$ cat src/rtl/ins_cache_r32i.sv
// Direct-mapped read-only RV32I instruction cache; refills a whole line over a req/ack port.
// Latency: hits are combinational from ProgAddr; a miss stalls at least lineWords+1 cycles.
// Backpressure: MemReq/MemAddr hold until MemAck; InsCacheStall freezes the PC meanwhile.
module ins_cache_r32i #(
   parameter int dataW     = 32,
   parameter int lineWords = 4,
   parameter int numLines  = 8
) (
   input  logic             clock,
   input  logic             reset,
   input  logic [dataW-1:0] ProgAddr,
   input  logic             Flush,
   output logic [dataW-1:0] Instruction,
   output logic             InsCacheStall,
   output logic             MemReq,
   output logic [dataW-1:0] MemAddr,
   input  logic             MemAck,
   input  logic [dataW-1:0] MemData
);

   localparam int OFFW = $clog2(lineWords);
   localparam int IDXW = $clog2(numLines);
   localparam int TAGW = dataW - OFFW - IDXW - 2;
   localparam logic [dataW-1:0] NOP = dataW'(32'h0000_0013);

   typedef enum logic {IDLE, REFILL} state_t;

   state_t              state_q;
   logic [OFFW-1:0]     cnt_q;
   logic [TAGW-1:0]     base_tag_q;
   logic [IDXW-1:0]     base_idx_q;
   logic                MemReq_q;
   logic [dataW-1:0]    MemAddr_q;
   logic [numLines-1:0] valid_q;
   logic [numLines-1:0] valid_d;

   // Line storage: no reset, a line is only trusted once its valid bit is set.
   logic [dataW-1:0]    data_q [numLines][lineWords];
   logic [TAGW-1:0]     tag_q  [numLines];

   logic [OFFW-1:0]     req_off;
   logic [IDXW-1:0]     req_idx;
   logic [TAGW-1:0]     req_tag;
   logic                hit;
   logic                last_word;
   logic [numLines-1:0] refill_mask;
   logic                unused_addr_bits;

   assign req_off          = ProgAddr[OFFW+1:2];
   assign req_idx          = ProgAddr[OFFW+IDXW+1:OFFW+2];
   assign req_tag          = ProgAddr[dataW-1:OFFW+IDXW+2];
   assign unused_addr_bits = ^ProgAddr[1:0];

   assign hit         = valid_q[req_idx] && (tag_q[req_idx] == req_tag);
   assign last_word   = (cnt_q == OFFW'(lineWords - 1));
   assign refill_mask = numLines'(1) << base_idx_q;

   // Next valid bits: flush wipes everything except an in-flight refill, whose
   // line becomes valid when its last word is acknowledged.
   always_comb begin
      valid_d = valid_q;
      if (state_q == IDLE) begin
         if (Flush) valid_d = '0;
      end else begin
         if (Flush) valid_d = valid_q & refill_mask;
         if (MemAck && last_word) valid_d = valid_d | refill_mask;
      end
   end

   // Miss handling FSM: latch the line base on a miss, step through the words on each ack.
   always_ff @(posedge clock or posedge reset) begin
      if (reset) begin
         state_q    <= IDLE;
         cnt_q      <= '0;
         base_tag_q <= '0;
         base_idx_q <= '0;
         MemReq_q   <= 1'b0;
         MemAddr_q  <= '0;
         valid_q    <= '0;
      end else begin
         valid_q <= valid_d;
         case (state_q)
            IDLE: begin
               if (!Flush && !hit) begin
                  state_q    <= REFILL;
                  base_tag_q <= req_tag;
                  base_idx_q <= req_idx;
                  cnt_q      <= '0;
                  MemReq_q   <= 1'b1;
                  MemAddr_q  <= {req_tag, req_idx, {OFFW{1'b0}}, 2'b00};
               end
            end
            REFILL: begin
               if (MemAck) begin
                  if (last_word) begin
                     state_q  <= IDLE;
                     cnt_q    <= '0;
                     MemReq_q <= 1'b0;
                  end else begin
                     cnt_q     <= cnt_q + OFFW'(1);
                     MemAddr_q <= MemAddr_q + dataW'(4);
                  end
               end
            end
         endcase
      end
   end

   // Capture refill words and the tag of the completed line.
   always_ff @(posedge clock) begin
      if (state_q == REFILL && MemAck) begin
         data_q[base_idx_q][cnt_q] <= MemData;
         if (last_word) tag_q[base_idx_q] <= base_tag_q;
      end
   end

   // Instruction is only served from a hit while idle; otherwise the core sees a NOP.
   always_comb begin
      Instruction = NOP;
      if (state_q == IDLE && hit) Instruction = data_q[req_idx][req_off];
   end

   assign InsCacheStall = (state_q == REFILL) || !hit;
   assign MemReq        = MemReq_q;
   assign MemAddr       = MemAddr_q;

endmodule

$ cat config.mk
export PLATFORM = sky130hd
export DESIGN_NAME = ins_cache_r32i
export DESIGN_NICKNAME = d
export VERILOG_FILES = /design/src/rtl/ins_cache_r32i.sv
export SDC_FILE = /design/constraint.sdc
export NUM_CORES = 1
export LEC_CHECK = 0
export CORE_MARGIN = 1.5
export CORE_UTILIZATION = 65
export DETAILED_ROUTE_END_ITERATION = 6
export DONT_BUFFER_PORTS = 1
export PLACE_DENSITY_LB_ADDON = 0.1
export SYNTH_ARGS = -nofsm -noshare
export SYNTH_HDL_FRONTEND = slang
export SYNTH_SLANG_ARGS = --single-unit
export TNS_END_PERCENT = 20
$ cat constraint.sdc
create_clock -name clock -period 12.1 [get_ports clock]
set_input_delay 1.815 -clock clock [delete_from_list [all_inputs] [get_ports clock]]
set_output_delay 1.815 -clock clock [all_outputs]
set_load 0.01 [all_outputs]
==> metrics.md <==
| Metric | Value |
|---|---|
| Status | `finished clean` |
| ANT cells | `0` |
| Layout Skew | `21.94 ps` |
| Mapped cell area | `50430 sq um` |
| Fin. max-slew vios | `0` |
| P per Cell Area | `182.3 nW/um^2` |
| Clk Latency, worst-skew pair | `710 ps` |
| MaxCap Viol Count | `0` |
| CTS tree | `yes` |
| GR Util All Layers | `29.69%` |
| Final HPWL DP | `51.80 mm` |
| Final min period | `7041 ps` |
| Die area | `79260 sq um` |
| Detailed-route via count | `23840` |
| Gp weighted congestion | `0.8466` |
| Chip width | `281.5 microns` |
| Cts bufs inserted | `130` |
| Max Freq | `142.0 MHz` |
| Req. time, crit path | `10280 ps` |
| Routed Antenna Nets | `0` |
| Setup bufs post-CTS | `0` |
| Post-synth top area cell | `edfxtp_1` |
| Flops & latches, synth | `1294` |
| CP Max Fanout | `315` |
| Worst Max-Slew Pin Slew | `1350 ps` |
| Max clock buf depth | `3` |
| Syn Inst Count | `2279` |
| Fin. Hold Viols | `0` |
| # fillers | `4309` |
| DRT Wirelength | `112.7 mm` |
| WS Path Type | `input pin to output port` |
| Core ar. | `76330 sq um` |
| Peak supply drop | `0.0001359 V` |
| Starting Density | `66.07%` |
| Worst hold path type | `flip-flop to flip-flop` |
| Die Y | `281.5 microns` |
| Dpl cell area | `51720 sq um` |
| Depth of the CTS H-tree | `4` |
| Number of synthesized flops with an enable pin | `1224` |
| Clk root buf | `clkbuf_16` |
| Synthesized area per cell | `22.13 sq um` |
| First-pass DRT Iterations | `5` |
| CTS clk-pin slew, worst paths | `60 ps` |
| Row count | `101` |
| M1 GR Usage | `41.02%` |
| Initial drt markers | `2937` |
| Highest-count cells in the layout ignoring fill and taps | `edfxtp_1 (1224), mux4_2 (342), clkbuf_16 (140), mux2i_1 (92), dfrtp_1 (70)` |
| DR DRC count | `0` |
| Async set-reset flop share out of synthesis | `5.410%` |
| Ys flop type | `edfxtp_1` |
| Met2 Use GR | `48.07%` |
| Pin count of the biggest net entering global routing | `316` |
| Design area | `55770 sq um` |
| Max_slew headroom | `9.989%` |
| Leak Pwr | `17.75 nW` |
| Area Growth Syn to Fin | `10.59%` |
| Setup violations, final | `0` |
| Gr ovfl total | `0` |
| CTS Hold Bufs | `0` |
| Io pins | `134` |
| Avg WL per Cell | `32.56 microns` |
| Ys Warns | `0` |
| Port bufs | `0` |
| Layout cells sized above 1 | `25.74%` |
| Commonest non-fill, non-tap cell in the layout | `edfxtp_1` |
| Worst Path Arrival | `5230 ps` |
| First-pass GRT wire length | `165.8 mm` |
| Worst setup SP type | `input pin` |
| Top cells by area, synth | `edfxtp_1 (73%), mux4_2 (15%), dfrtp_1 (3.5%)` |
| Post-CTS sizing | `0` |
| Initial antenna violation count | `0` |
| Clock Sinks | `1294` |
| Synth cell types | `61` |
| Via density | `6.886` |
| Final setup TNS | `0 ps` |
| Met3 GRT Util | `5.900%` |
| GRT Max-Usage Layer | `met2` |
| Sequential element share of the synthesized area | `76.36%` |
| Vias in the first global route | `25060` |
| RSZ-0062 raised after global routing | `false` |
| Period utilisation layout | `58.19%` |
| Layout net count | `2407` |
| CP endpoint kind | `output port` |
| Synth top area share | `72.88%` |
## worst paths after layout
check,slack [ps],endpoint,cells past startpoint,from
worst max-delay path,5060,Instruction[6],9,ProgAddr[4]
worst min-delay path,490,valid_q[2]$_DFFE_PP0P_,1,valid_q[2]$_DFFE_PP0P_
worst max register to register,8550,base_idx_q[2]$_DFFE_PP0P_,8,tag_q[6][19]$_DFFE_PP_
worst min register to register,490,valid_q[2]$_DFFE_PP0P_,1,valid_q[2]$_DFFE_PP0P_
max in group asynchronous,10160,base_tag_q[19]$_DFFE_PP0P_,2,reset
min in group asynchronous,1300,MemAddr[13]$_DFFE_PP0P_,2,reset
## cells by family after synthesis
kind of cell,count (synthesis),share of synthesized area (%)
AND/OR/NAND/NOR,221,2.183
other,1,0.007436
flip-flops,1294,76.36
XOR/XNOR,15,0.2605
buffers and inverters,130,1.156
AO/OA/AOI/OAI,145,2.054
adder cells (fa/ha/maj),5,0.1241
multiplexers,468,17.86
## report_power, final
| part | internal [mW] | switching (mW) |
|---|---|---|
| sequential | 5.28 | 0.225 |
| combinational | 0.347 | 0.470 |
| clock | 2.22 | 1.62 |
## layout make-up
class / instances / area [sq um] / area share [%]
Tap cell: 1030 / 1289 / 2.311
Clock inverter: 56 / 400.4 / 0.7179
Sequential cell: 1294 / 38510 / 69.04
Inverter: 13 / 48.80 / 0.08749
Clock buffer: 174 / 3651 / 6.546
Timing Repair Buffer: 39 / 292.8 / 0.5249
Multi-Input combinational cell: 856 / 11580 / 20.77
## metal layers
| metal | vias up | wire [microns] |
|---|---|---|
| li1 | 9716 | - |
| met1 | 12700 | 42790 |
| met2 | 1214 | 56070 |
| met3 | 213 | 10060 |
| met4 | 0 | 3799 |
| met5 | - | 0 |
## per-stage QoR
| stage | power [mW] | util (%) | cells | worst slack (ps) | hold slack [ps] |
|---|---|---|---|---|---|
| 6_report | 10.17 | 73.07 | 3462 | 5059 | 489.3 |
| 3_5_place_dp | 6.405 | 67.76 | 3232 | 5854 | 478.5 |
| 3_3_place_gp | 6.353 | 67.76 | 3232 | 5782 | 468.7 |
| 4_1_cts | 10.20 | 73.07 | 3462 | 5807 | 491.2 |
| 2_1_floorplan | 6.135 | - | 2280 | 5914 | 458.9 |
| 5_1_grt | 10.45 | 73.07 | 3462 | 5257 | 509.9 |
## critical path, cell delays in order
cell     delay, ps
mux4_2         890
mux2i_1        200
xor2_1         390
and3_1         210
nand3_1         80
nor4_1         190
nand4_1        130
buf_4          340
nor2_1         390
## synthesized netlist by cell type, types with 4 or more instances
library cell  number
edfxtp_1        1224
mux4_2           342
mux2i_1           92
nor2_1            74
dfrtp_1           70
clkbuf_1          49
nand2_1           44
buf_2             43
o21ai_0           43
nand3_1           27
a22oi_1           21
mux2_2            20
buf_1             17
and3_1            14
mux2_1            14
inv_1             13
nand4_1           10
o221a_2           10
a21oi_1            9
o21a_1             9
o22ai_1            9
or3_1              8
xor2_1             8
nor2b_1            7
xnor2_1            7
nand3b_1           6
a41oi_1            5
buf_4              5
ha_1               5
o2bb2ai_1          5
a211o_1            4
and2_1             4
and4_1             4
nor3_1             4
nor4_1             4
o221ai_1           4
## registers in the layout, indices dropped and copies added, names as in the netlist
register    flops
data_q       1024
tag_q         200
base_idx_q      3
cnt_q           2
base_tag_q     25
MemAddr        30
MemReq          1
state_q         1
valid_q         8
Note: power is estimated with default switching activity, not from simulation.
